==> config.mk <==
export PLATFORM = sky130hd
export DESIGN_NAME = bus_cycle_sequencer
export DESIGN_NICKNAME = d
export VERILOG_FILES = /design/src/rtl/bus_pkg.sv /design/src/rtl/bus_cycle_sequencer.sv
export SDC_FILE = /design/constraint.sdc
export NUM_CORES = 1
export LEC_CHECK = 0
export CORE_MARGIN = 2
export CORE_UTILIZATION = 43
export DETAILED_ROUTE_END_ITERATION = 8
export PLACE_DENSITY = 0.8
export SYNTH_ARGS = -nofsm -noshare
export SYNTH_HDL_FRONTEND = slang
export SYNTH_SLANG_ARGS = --single-unit
==> constraint.sdc <==
create_clock -name phi1 -period 2.5 [get_ports phi1]
set_input_delay 0.5 -clock phi1 [delete_from_list [all_inputs] [get_ports phi1]]
set_output_delay 0.5 -clock phi1 [all_outputs]
set_load 0.01 [all_outputs]
==> src/rtl/bus_pkg.sv <==
// Shared types for the 8085 bus-cycle sequencer: cycle kinds, T-states,
// the latched request, and per-type decode helpers.
package bus_pkg;

  typedef enum logic [2:0] {
    MC_OF   = 3'd0,
    MC_MR   = 3'd1,
    MC_MW   = 3'd2,
    MC_IOR  = 3'd3,
    MC_IOW  = 3'd4,
    MC_INTA = 3'd5
  } mcycle_t;

  typedef enum logic [2:0] {
    TS_IDLE  = 3'd0,
    TS_T1    = 3'd1,
    TS_T2    = 3'd2,
    TS_TWAIT = 3'd3,
    TS_T3    = 3'd4,
    TS_T4    = 3'd5,
    TS_THOLD = 3'd6
  } tstate_t;

  typedef struct packed {
    mcycle_t     typ;
    logic [15:0] addr;
    logic [7:0]  wdata;
  } bus_req_t;

  // {IOMn, S1, S0}
  function automatic logic [2:0] bus_status(mcycle_t t);
    case (t)
      MC_OF:   return 3'b011;
      MC_MR:   return 3'b010;
      MC_MW:   return 3'b001;
      MC_IOR:  return 3'b110;
      MC_IOW:  return 3'b101;
      MC_INTA: return 3'b111;
      default: return 3'b000;
    endcase
  endfunction

  function automatic logic is_write(mcycle_t t);
    return (t == MC_MW) || (t == MC_IOW);
  endfunction

  function automatic logic is_four_state(mcycle_t t);
    return (t == MC_OF) || (t == MC_INTA);
  endfunction

endpackage

==> src/rtl/bus_cycle_sequencer.sv <==
// 8085 machine-cycle sequencer: steps one latched request through T1..T4,
// stretches on READY, and yields the bus on HOLD at cycle boundaries.
module bus_cycle_sequencer
  import bus_pkg::*;
(
  input  logic        phi1,
  input  logic        resetn_in,
  input  logic        req,
  input  logic [2:0]  req_type,
  input  logic [15:0] req_addr,
  input  logic [7:0]  req_wdata,
  output logic        ack,
  output logic        done,
  output logic [7:0]  rdata,
  output logic        rdata_valid,
  input  logic [7:0]  ad_in,
  output logic [7:0]  ad_out,
  output logic        ad_oe,
  output logic [7:0]  haddress,
  output logic        bus_oe,
  output logic        ALE,
  output logic        RDn,
  output logic        WRn,
  output logic        INTAn,
  output logic        IOMn,
  output logic        S0,
  output logic        S1,
  input  logic        READY,
  input  logic        HOLD,
  output logic        HLDA,
  output logic [2:0]  tstate
);

  tstate_t  state, state_nxt;
  bus_req_t cur;

  logic four, wr, type_ok, at_dp, in_cyc, strobe;

  assign four    = is_four_state(cur.typ);
  assign wr      = is_write(cur.typ);
  assign type_ok = (req_type <= 3'd5);
  assign at_dp   = (state == TS_IDLE) || (state == TS_T4) || (state == TS_T3 && !four);
  assign in_cyc  = (state == TS_T1) || (state == TS_T2) || (state == TS_TWAIT) ||
                   (state == TS_T3) || (state == TS_T4);
  assign strobe  = (state == TS_T2) || (state == TS_TWAIT) || (state == TS_T3);
  assign tstate  = state;

  // Next state and the combinational ack; the decision point has priority
  // over the in-cycle sequencing so T3/T4 fall straight into it.
  always_comb begin
    state_nxt = state;
    ack       = 1'b0;
    if (at_dp) begin
      if (HOLD) begin
        state_nxt = TS_THOLD;
      end else if (req && type_ok) begin
        state_nxt = TS_T1;
        ack       = 1'b1;
      end else begin
        state_nxt = TS_IDLE;
      end
    end else begin
      case (state)
        TS_T1:    state_nxt = TS_T2;
        TS_T2,
        TS_TWAIT: state_nxt = READY ? TS_T3 : TS_TWAIT;
        TS_T3:    state_nxt = TS_T4;
        TS_THOLD: state_nxt = HOLD ? TS_THOLD : TS_IDLE;
        default:  state_nxt = TS_IDLE;
      endcase
    end
  end

  always_ff @(posedge phi1 or negedge resetn_in) begin
    if (!resetn_in) begin
      state       <= TS_IDLE;
      cur         <= '{typ: MC_OF, addr: 16'h0000, wdata: 8'h00};
      rdata       <= 8'h00;
      rdata_valid <= 1'b0;
    end else begin
      state       <= state_nxt;
      rdata_valid <= 1'b0;
      if (ack)
        cur <= '{typ: mcycle_t'(req_type), addr: req_addr, wdata: req_wdata};
      // T3 is always left on the next edge, so this is the leaving-T3 capture
      if (state == TS_T3 && !wr) begin
        rdata       <= ad_in;
        rdata_valid <= 1'b1;
      end
    end
  end

  always_comb begin
    ALE            = 1'b0;
    RDn            = 1'b1;
    WRn            = 1'b1;
    INTAn          = 1'b1;
    {IOMn, S1, S0} = 3'b000;
    ad_oe          = 1'b0;
    ad_out         = 8'h00;
    haddress       = 8'h00;
    bus_oe         = (state != TS_THOLD);
    HLDA           = (state == TS_THOLD);
    done           = (state == TS_T4) || (state == TS_T3 && !four);
    if (in_cyc) begin
      {IOMn, S1, S0} = bus_status(cur.typ);
      haddress       = cur.addr[15:8];
    end
    if (state == TS_T1) begin
      ALE    = 1'b1;
      ad_oe  = 1'b1;
      ad_out = cur.addr[7:0];
    end
    if (strobe) begin
      if (wr) begin
        WRn    = 1'b0;
        ad_oe  = 1'b1;
        ad_out = cur.wdata;
      end else if (cur.typ == MC_INTA) begin
        INTAn = 1'b0;
      end else begin
        RDn = 1'b0;
      end
    end
  end

endmodule

==> qor.yml <==
setup_path:
  worstPathRequired_ps: 2000
  critical-path-max-stage-delay_ps: 520
  worst_path_max_delay_cell: "clkdlybuf4s50_1"
  worstPathMaxFanout: 6
  worst_path_dominant_cell_family: "buffers and inverters"
  critical_path.cell_chain: "buf_4 > nand2_1 > or2_2 > inv_1 > clkdlybuf4s50_1"
  critical_path_data_arrival_time_ps: 1880
  worstPathBufferInverterCount: 3
  crit_type: "flip-flop to primary output"
  kind_of_start_point_of_the_critical_path: "flip-flop"
  timing.critical_path.to_type: "primary output"
placed_design:
  place_hpwl_um: 3110
  place_congestion: 0.841
  io_buffers: 79
  numPlacedInstances: 286
  placed_instance_area_um2: 2830
timing:
  worst_hold_slack_after_final_layout_ps: 309
  max_slew_margin: 0.446
  timing.final.hold_violations: 0
  finish_stage_setup_viols: 0
  timing_worst_slew_pin_value_ps: 830
  finalCriticalPeriod_ps: 2380
  report.final.slew_viol_count: 0
  finalCritPeriodShare: 0.951
  achievable-frequency_mhz: 421
  fin_clk_skew_ps: 8.91
clock_network:
  ctsRootBufferMaster: "clkbuf_8"
  cts_max_path_buffers: 2
  tritoncts: "yes"
  cts.sinks: 39
  cts_inserted_buffers: 5
  cts.clk_slew.worst_paths_ps: 80
  clk_latency_ps: 290
  htree_levels: 2
  cts_hold_buffers: 0
logic_synthesis:
  synth_top_area_frac: 0.494
  mappedNetlistArea_um2: 1970
  ys_warn_count: 0
  largest_area_contributor_in_the_netlist: "dfrtp_1"
  synthDistinctLibCells: 35
  gate_count_after_technology_mapping: 155
  async_reset_ff_frac: 1.00
  synth-edff-count: 0
  synthesized_net_count: 195
  synthesis.area_per_instance_um2: 12.7
  synth_commonest_cells: "39 x dfrtp_1, 19 x mux2_4, 15 x mux2_2, 10 x and2_1, 9 x inv_1"
  synth_top_cells_by_area: "dfrtp_1 49%, mux2_4 14%, mux2_2 8.6%, a22o_1 3.5%, and2_1 3.2%"
  synth_flop_cell: "dfrtp_1"
  number_of_flip_flops_and_latches_in_the_synthesized_netlist: 39
  synth_most_common_cell: "dfrtp_1"
  share_of_synthesized_area_occupied_by_flip_flops_and_latches: 0.494
power_and_ir_drop:
  clkPwrFrac: 0.143
  pwr_density_nw_per_um2: 1290
  switching_power_mw: 1.30
  worst_ir_drop_on_vdd_mv: 0.795
  cell_leakage_power_nw: 1.41
  share_seq_of_total_power: 0.305
  comb_power_share: 0.552
  p_int_mw: 2.56
  netSwitchingFraction: 0.336
job:
  max-cap-violations: 0
layout:
  num_antenna_cells: 0
  layout_cells_sized_above_1: 0.291
  layout-area-overhead-vs-synth_pct: 51.5
  nNetsFinal: 283
  final_design_area_no_fill_um2: 2990
  finish.cell_count_without_fillers: 296
grt:
  grt_remaining_overflow: 0
  first_global_vias: 1514
  groute.usage.overall: 0.182
  grt_start_max_net_pins: 40
  grt_first_pass_wirelength_um: 7250
  grt_antenna_before_repair: 0
detailed_routing:
  final_wl_um: 4320
  post_drt_wl_per_cell_um: 14.6
  dr_total_vias: 1517
  drt-initial-drc-count: 100
  drt_first_pass_iters: 4
  remaining_drc_errors: 0
  avgViaCountPerCell: 5.13
  remaining_antenna_violation_count_after_routing: 0
floorplan:
  initial_core_util: 0.450
  die_height_um: 71.8
  design.portCount: 80
  site_rows: 24
  coreArea_um2: 4380
  die-area_um2: 5150
  chipWidth_um: 71.8
hold_path:
  holdCritPathClass: "input port to async pin"
run_status:
  status: "completed"
==> stage by stage <==
stage	total power [mW]	TNS, ps	utilization	worst slack [ps]
detailed placement	3.34	-38.7	0.646	-38.7
global route	4.14	-24.7	0.682	-24.7
CTS	3.89	0	0.678	9.83
global placement	3.30	-44.2	0.646	-44.2
finish	3.86	0	0.682	123
floorplan	2.34	0	-	571
==> power groups by stage <==
stage          combinational, mW  sequential [mW]  clock [mW]
3_5_place_dp                2.16             1.18           0
3_3_place_gp                2.13             1.17           0
4_1_cts                     2.14             1.18       0.575
2_1_floorplan               1.19             1.15           0
6_report                    2.13             1.18       0.553
5_1_grt                     2.31             1.23       0.601
==> area by class of cell <==
cell class,count,area (µm²)
Multi-Input combinational cell,97,911
Inverter,9,33.8
Tap cell,52,65.1
Sequential cell,39,980
Timing Repair Buffer,91,881
Fill cell,334,1390
Clock inverter,2,38.8
Clock buffer,6,82.6
==> per-layer routing <==
metal  up-vias  track usage  routed length (µm)
li1        716            -                   -
met1       733        0.247                1870
met2        64        0.276                2050
met3         4       0.0675                 365
met4         0       0.0503                  36
met5         -            0                   0
==> sequential cells by signal, summed over array words and instances (netlist names) <==
register     cells
cur             27
rdata            8
tstate           3
rdata_valid      1
==> worst paths after layout <==
kind | slack [ps] | start | end | cells after the start
worst max-delay path | 120 | tstate[2] | HLDA | 5
worst min-delay path | 310 | resetn_in | cur[19] | 1
worst max register to register | 400 | cur[24] | cur[26] | 5
worst min register to register | 500 | rdata[7] | rdata[7] | 1
max in group asynchronous | 1610 | resetn_in | cur[26] | 1
min in group phi1 | 500 | rdata[7] | rdata[7] | 1
==> cell families (layout without fill, tap and decap cells) <==
| logic type | count (synthesis) | count (layout) | share of synthesized area |
|---|---|---|---|
| buffers and inverters | 19 | 108 | 0.0634 |
| AO/OA/AOI/OAI | 23 | 23 | 0.0856 |
| AND/OR/NAND/NOR | 37 | 37 | 0.111 |
| flip-flops | 39 | 39 | 0.494 |
| multiplexers | 36 | 36 | 0.241 |
| XOR/XNOR | 1 | 1 | 0.00444 |
==> layout by cell type, fill, tap and decap left out, types with 3 or more instances in the layout <==
cell type and count:
dfrtp_2 3, nand2_1 4, mux2_2 15, inv_1 9
dfrtp_1 36, clkdlybuf4s50_1 60, nor2_1 7, dlygate4sd2_1 14
and2_1 8, clkbuf_8 6, a21oi_1 5, mux2_4 19
a22o_1 8, dlymetal6s2s_1 4, buf_4 11
==> what timing repair did <==
item,in CTS,in global routing
setup endpoints to repair,20,9
gates resized for setup,25,7
buffers inserted,2,0
pin swaps,0,0
No activity file was read; power rests on OpenSTA's default activity.
